**config.mk**
```make
export PLATFORM = sky130hd
export DESIGN_NAME = text_writer_flat
export DESIGN_NICKNAME = d
export VERILOG_FILES = /design/src/rtl/text_pkg.sv /design/src/rtl/text_writer_if.sv /design/src/rtl/text_writer_btn_edge.sv /design/src/rtl/text_writer.sv /design/src/flat_wrapper.sv
export SDC_FILE = /design/constraint.sdc
export NUM_CORES = 1
export LEC_CHECK = 0
export CAP_MARGIN = 20
export CORE_AREA = 4 4 93 95
export CTS_CLUSTER_DIAMETER = 80
export CTS_CLUSTER_SIZE = 20
export DETAILED_ROUTE_END_ITERATION = 16
export DIE_AREA = 0 0 97 99
export PLACE_DENSITY = 0.83
export RECOVER_POWER = 50
export SLEW_MARGIN = 30
export SYNTH_ARGS = -nofsm -noshare
export SYNTH_HDL_FRONTEND = slang
export SYNTH_SLANG_ARGS = --single-unit
```
**constraint.sdc**
```tcl
create_clock -name clk -period 4.6 [get_ports clk]
set_clock_uncertainty 0.05 [all_clocks]
set_input_delay 0.69 -clock clk [delete_from_list [all_inputs] [get_ports clk]]
set_output_delay 0.69 -clock clk [all_outputs]
set_load 0.01 [all_outputs]
```
**src/rtl/text_pkg.sv**
```systemverilog
// Constants and state type shared by the text writer and the display effect blocks.
package text_pkg;

  localparam int unsigned NUM_SLOTS = 7;
  localparam int unsigned SLOT_W    = 3;
  localparam int unsigned CHECK_W   = 4;
  localparam int unsigned CHAR_W    = 7;

  localparam logic [CHAR_W-1:0]  CHAR_MAX    = 7'd36;
  localparam logic [CHAR_W-1:0]  BLANK_INDEX = 7'd36;
  localparam logic [CHECK_W-1:0] CHECK_IDLE  = 4'hF;
  localparam logic [SLOT_W-1:0]  LAST_SLOT   = SLOT_W'(NUM_SLOTS - 1);

  typedef enum logic {
    SCAN  = 1'b0,
    CLEAR = 1'b1
  } state_e;

  // Slot index successor, wrapping from the last slot back to 0.
  function automatic logic [SLOT_W-1:0] slot_inc(input logic [SLOT_W-1:0] s);
    return (s == LAST_SLOT) ? '0 : SLOT_W'(s + 1);
  endfunction

endpackage

```
**src/rtl/text_writer_if.sv**
```systemverilog
// Slot-write stream from the text writer to the display effect modules.
interface text_writer_if;
  import text_pkg::*;

  logic [CHECK_W-1:0] check;
  logic [CHAR_W-1:0]  text_index;

  modport master (output check, output text_index);
  modport slave  (input  check, input  text_index);
endinterface

```
**src/rtl/text_writer_btn_edge.sv**
```systemverilog
// Rising-edge detector for one debounced, already synchronous push-button.
module btn_edge (
  input  logic clk,
  input  logic rst,
  input  logic btn,
  output logic rise_c
);

  logic prev;

  always_ff @(posedge clk or posedge rst) begin
    if (rst) prev <= 1'b0;
    else     prev <= btn;
  end

  assign rise_c = btn & ~prev;

endmodule

```
**src/rtl/text_writer.sv**
```systemverilog
// Seven-slot character buffer edited from push-buttons and streamed continuously as slot writes.
module text_writer
  import text_pkg::*;
(
  input  logic              clk,
  input  logic              rst,
  input  logic              edit_en,
  input  logic              btn_up,
  input  logic              btn_down,
  input  logic              btn_next,
  input  logic              btn_clear,
  text_writer_if.master     wr,
  output logic [SLOT_W-1:0] cursor,
  output logic              busy
);

  state_e              state, state_nx;
  logic [SLOT_W-1:0]   scan_ptr, scan_ptr_nx, clr_k, clr_k_nx, cursor_nx;
  logic [CHECK_W-1:0]  check_nx;
  logic [CHAR_W-1:0]   text_index_nx;
  logic                busy_nx;
  logic [CHAR_W-1:0]   slots [NUM_SLOTS];
  logic                wr_en;
  logic [SLOT_W-1:0]   wr_slot;
  logic [CHAR_W-1:0]   wr_val, cur_val;
  logic                up_c, down_c, next_c, clear_c, start_clear_c;

  btn_edge u_up    (.clk(clk), .rst(rst), .btn(btn_up),    .rise_c(up_c));
  btn_edge u_down  (.clk(clk), .rst(rst), .btn(btn_down),  .rise_c(down_c));
  btn_edge u_next  (.clk(clk), .rst(rst), .btn(btn_next),  .rise_c(next_c));
  btn_edge u_clear (.clk(clk), .rst(rst), .btn(btn_clear), .rise_c(clear_c));

  assign cur_val       = slots[cursor];
  assign start_clear_c = edit_en & clear_c;

  always_ff @(posedge clk or posedge rst) begin
    if (rst) state <= SCAN;
    else     state <= state_nx;
  end

  always_comb begin
    state_nx = state;
    case (state)
      SCAN:    if (start_clear_c) state_nx = CLEAR;
      CLEAR:   if (clr_k == LAST_SLOT) state_nx = SCAN;
      default: state_nx = SCAN;
    endcase
  end

  // Next values for the registered outputs, pointers and the single buffer write port.
  always_comb begin
    scan_ptr_nx   = scan_ptr;
    clr_k_nx      = clr_k;
    cursor_nx     = cursor;
    busy_nx       = busy;
    check_nx      = wr.check;
    text_index_nx = wr.text_index;
    wr_en         = 1'b0;
    wr_slot       = cursor;
    wr_val        = cur_val;
    case (state)
      SCAN: begin
        if (start_clear_c) begin
          // Clear step k=0 is presented on the same edge that samples the clear button.
          clr_k_nx      = '0;
          busy_nx       = 1'b1;
          check_nx      = '0;
          text_index_nx = BLANK_INDEX;
          wr_en         = 1'b1;
          wr_slot       = '0;
          wr_val        = BLANK_INDEX;
        end else begin
          check_nx      = CHECK_W'(scan_ptr);
          text_index_nx = slots[scan_ptr];
          scan_ptr_nx   = slot_inc(scan_ptr);
          if (edit_en) begin
            if (up_c && !down_c) begin
              wr_en  = 1'b1;
              wr_val = (cur_val == CHAR_MAX) ? '0 : CHAR_W'(cur_val + 1);
            end else if (down_c && !up_c) begin
              wr_en  = 1'b1;
              wr_val = (cur_val == '0) ? CHAR_MAX : CHAR_W'(cur_val - 1);
            end
            if (next_c) cursor_nx = slot_inc(cursor);
          end
        end
      end
      CLEAR: begin
        if (clr_k == LAST_SLOT) begin
          // Leaving CLEAR doubles as the first scan write, slot 0.
          busy_nx       = 1'b0;
          cursor_nx     = '0;
          check_nx      = '0;
          text_index_nx = slots[0];
          scan_ptr_nx   = SLOT_W'(1);
        end else begin
          clr_k_nx      = slot_inc(clr_k);
          check_nx      = CHECK_W'(slot_inc(clr_k));
          text_index_nx = BLANK_INDEX;
          wr_en         = 1'b1;
          wr_slot       = slot_inc(clr_k);
          wr_val        = BLANK_INDEX;
        end
      end
      default: ;
    endcase
  end

  always_ff @(posedge clk or posedge rst) begin
    if (rst) begin
      scan_ptr      <= '0;
      clr_k         <= '0;
      cursor        <= '0;
      busy          <= 1'b0;
      wr.check      <= CHECK_IDLE;
      wr.text_index <= BLANK_INDEX;
    end else begin
      scan_ptr      <= scan_ptr_nx;
      clr_k         <= clr_k_nx;
      cursor        <= cursor_nx;
      busy          <= busy_nx;
      wr.check      <= check_nx;
      wr.text_index <= text_index_nx;
    end
  end

  always_ff @(posedge clk or posedge rst) begin
    if (rst) begin
      for (int i = 0; i < NUM_SLOTS; i++) slots[i] <= BLANK_INDEX;
    end else if (wr_en) begin
      slots[wr_slot] <= wr_val;
    end
  end

endmodule
```
**src/flat_wrapper.sv**
```systemverilog
// flat-port wrapper written by rule: the top's interface ports become plain ports
module text_writer_flat import text_pkg::*;
  (clk, rst, edit_en, btn_up, btn_down, btn_next, btn_clear, cursor, busy, wr_check, wr_text_index);
  text_writer_if wr_i ();
  input  logic clk;
  input  logic rst;
  input  logic edit_en;
  input  logic btn_up;
  input  logic btn_down;
  input  logic btn_next;
  input  logic btn_clear;
  output logic [SLOT_W-1:0] cursor;
  output logic busy;
  output wire logic [$bits(wr_i.check)-1:0] wr_check;
  output wire logic [$bits(wr_i.text_index)-1:0] wr_text_index;
  assign wr_check = wr_i.check;
  assign wr_text_index = wr_i.text_index;
  text_writer u_core (.clk(clk), .rst(rst), .edit_en(edit_en), .btn_up(btn_up), .btn_down(btn_down), .btn_next(btn_next), .btn_clear(btn_clear), .wr(wr_i), .cursor(cursor), .busy(busy));
endmodule
```
==> impl_metrics.yaml <==
clock_network:
  cts_root_buf: "clkbuf_8"
  cts.repair.resized: 0
  clock_latency_ns: 0.36
  clk_path_buf_depth: 2
  cts_tree: "done"
  cts_setup_buffers: 0
  cts_sinks: 75
  cts_max_level: 3
  path_clk_slew_ns: 0.08
  ctsHoldBuffers: 0
  cts_made_buffers: 9
global_routing:
  grtUsageMet2: 0.425
  grt_pass1_vias: 3708
  busiest_layer: "met2"
  grt_use_total: 0.255
  met3_usage: 0.0396
  grt_antenna_before_repair: 0
  grt_pass1_wl_um: 19500
  grt_start_max_net_pins: 54
  use_met1: 0.329
  grt_overflow_total: 0
final_layout:
  drive_above_1_share: 0.219
  seq_area_um2: 1900
  antenna_cells: 0
  fin_nets: 474
  fillerInstances: 600
  areaGrowthSynthToFinish_pct: 9.56
  post-route-util: 0.650
  design_area_um2: 5020
  multi_input_area_um2: 2490
floorplan:
  core_area_um2: 7730
  die_width_um: 97
  num_rows: 32
  io_pins: 22
  die_area_um2: 9600
  dieHeight_um: 99
  start_util: 0.593
synthesis:
  ys_ff_latch: 75
  async_reset_ff_frac: 1.00
  synth_top_cell_by_area: "dfrtp_1"
  syn-num-nets: 455
  synth_area_per_cell_um2: 10.4
  synth.area.top_cells: "dfrtp_1 30%, dfstp_2 11%, mux2i_1 7.6%"
  yosys.area.top_type_share: 0.300
  synthCells: 441
  ys_warn_count: 0
  yosys.cell_types.count: 62
  synth_top_flop_cell: "dfrtp_1"
  synth_edf_count: 0
  ys_seq_area_frac: 0.415
  syn_area_um2: 4580
routing:
  route.detailed.drc: 0
  ant_nets: 0
  wirelength_um: 12100
  wl_per_cell_um: 21.3
  vias: 3764
  drt_first_iter_violations: 453
  first_pass_iters: 8
  viasPerCell: 6.64
setup_path:
  critical_path_class: "register to register"
  critPathMaxFanout: 15
  critPathArrivalTime_ns: 3.78
  cp-end-kind: "register"
  worstSetupStartpointType: "register"
  worstPathRequired_ns: 4.80
timing:
  hold_viol: 0
  setup-violations-final: 0
  rsz0062_at_grt: "no"
  fmax_mhz: 279
  fin_crit_ns: 3.58
  timing.final.crit_share: 0.779
  max_slew_margin: -0.634
  final.setup.tns_ns: 0
  slew_violations: 54
  worst_pin_slew_ns: 2.44
power:
  p_leak_nw: 2.11
  cellPowerDensity_nw_per_um2: 706
  ir_drop_mv: 0.352
min_path:
  hold_path_class: "register to register"
place:
  portBuffers: 21
  hpwl_um: 8250
  place_area_um2: 4850
  gp_congestion: 1.03
status:
  status: "complete, but fails checks"
  violations: "max-capacitance violations, max-slew violations"
job:
  cap_violations: 1
-- worst max-delay path: stages (launching register included) --
cell	delay (ns)
dfrtp_1	0.58
nor2b_1	0.74
a22oi_1	0.29
nand2_2	0.17
ha_1	0.16
inv_1	0.05
a221oi_1	0.40
a31o_2	0.34
a21o_1	0.16
a41oi_4	0.19
mux2_2	0.34
-- synth_stat cells (all sizes together), types with 7 or more instances --
library cell  count
a21o              7
a21oi            20
a22oi            19
a31oi             8
buf               8
clkbuf           11
dfrtp            55
dfstp            20
ha                7
inv              19
mux2             35
mux2i            35
mux4              7
nand2            33
nand3            17
nor2             34
o21ai            34
o221ai            7
-- cells in the final DEF, fill, tap and decap left out, types with 4 or more instances in the layout --
cell / n
nand3_1: 16
mux4_2: 7
clkdlybuf4s50_1: 13
a21oi_1: 19
inv_1: 18
o211ai_1: 4
buf_4: 5
a21o_1: 7
dfrtp_1: 53
dlygate4sd3_1: 8
mux2i_1: 35
ha_1: 7
mux2_4: 5
and2_1: 4
a211oi_1: 4
mux2_2: 30
a22oi_1: 18
o221ai_1: 7
nand2_1: 32
o21ai_0: 33
nor2_1: 34
a31oi_1: 7
dfstp_2: 20
nor2b_1: 6
nand3b_1: 4
clkbuf_8: 10
-- layer usage --
metal,up-vias,part of all wire
met1,1827,0.40
met5,-,0
met2,212,0.48
met4,0,0.034
met3,45,0.081
li1,1680,-
-- sequential cells by signal, summed over array words and instances, names as in the netlist --
signal and flops:
u_core.busy 1, u_core.clr_k 3, u_core.cursor 3, u_core.scan_ptr 3, u_core.slots 49, u_core.state 1
u_core.u_clear.prev 1, u_core.u_down.prev 1, u_core.u_next.prev 1, u_core.u_up.prev 1, u_core.wr.check 4, u_core.wr.text_index 7
-- area by class of cell --
type | instances | area share
well taps | 102 | 0.0254
multi-input cells | 328 | 0.497
clock inverters | 4 | 0.00523
repair buffers | 27 | 0.0501
flip-flops and latches | 75 | 0.379
inverters | 19 | 0.0145
clock buffers | 12 | 0.0289
-- stage by stage --
| step | setup WS, ns | hold slack, ns | std cells | total power, mW |
|---|---|---|---|---|
| after global routing | 0.695 | 0.482 | 567 | 3.74 |
| after detailed placement | 0.904 | 0.455 | 551 | 3.04 |
| after CTS | 1.01 | 0.469 | 567 | 3.51 |
| final | 1.02 | 0.471 | 567 | 3.54 |
| after floorplan | 1.80 | 0.430 | 441 | 2.51 |
| after global placement | 0.788 | 0.434 | 551 | 2.97 |
-- cells by family after synthesis --
family / Yosys count / synth area share
AND/OR/NAND/NOR: 121 / 0.132
AO/OA/AOI/OAI: 120 / 0.187
multiplexers: 77 / 0.201
flip-flops: 75 / 0.415
buffers and inverters: 38 / 0.0421
adder cells (fa/ha/maj): 7 / 0.0191
XOR/XNOR: 2 / 0.00382
other: 1 / 0.000818
-- power by group --
| group | internal (mW) | switching (mW) |
|---|---|---|
| Clock | 0.211 | 0.253 |
| Sequential | 0.913 | 0.299 |
| Combinational | 0.752 | 1.12 |
| Total | 1.88 | 1.67 |
-- final timing paths --
path | depth (start not counted) | end | start | slack [ns]
worst max-delay path | 10 | u_core.slots[45] | u_core.cursor[2] | 1.02
worst min-delay path | 2 | u_core.slots[5] | u_core.slots[5] | 0.47
worst max register to register | 10 | u_core.slots[45] | u_core.cursor[2] | 1.02
worst min register to register | 2 | u_core.slots[5] | u_core.slots[5] | 0.47
max in group asynchronous | 3 | u_core.slots[13] | rst | 1.25
min in group asynchronous | 2 | u_core.wr.text_index[1] | rst | 1.41
(Power assumes the default switching activity.)
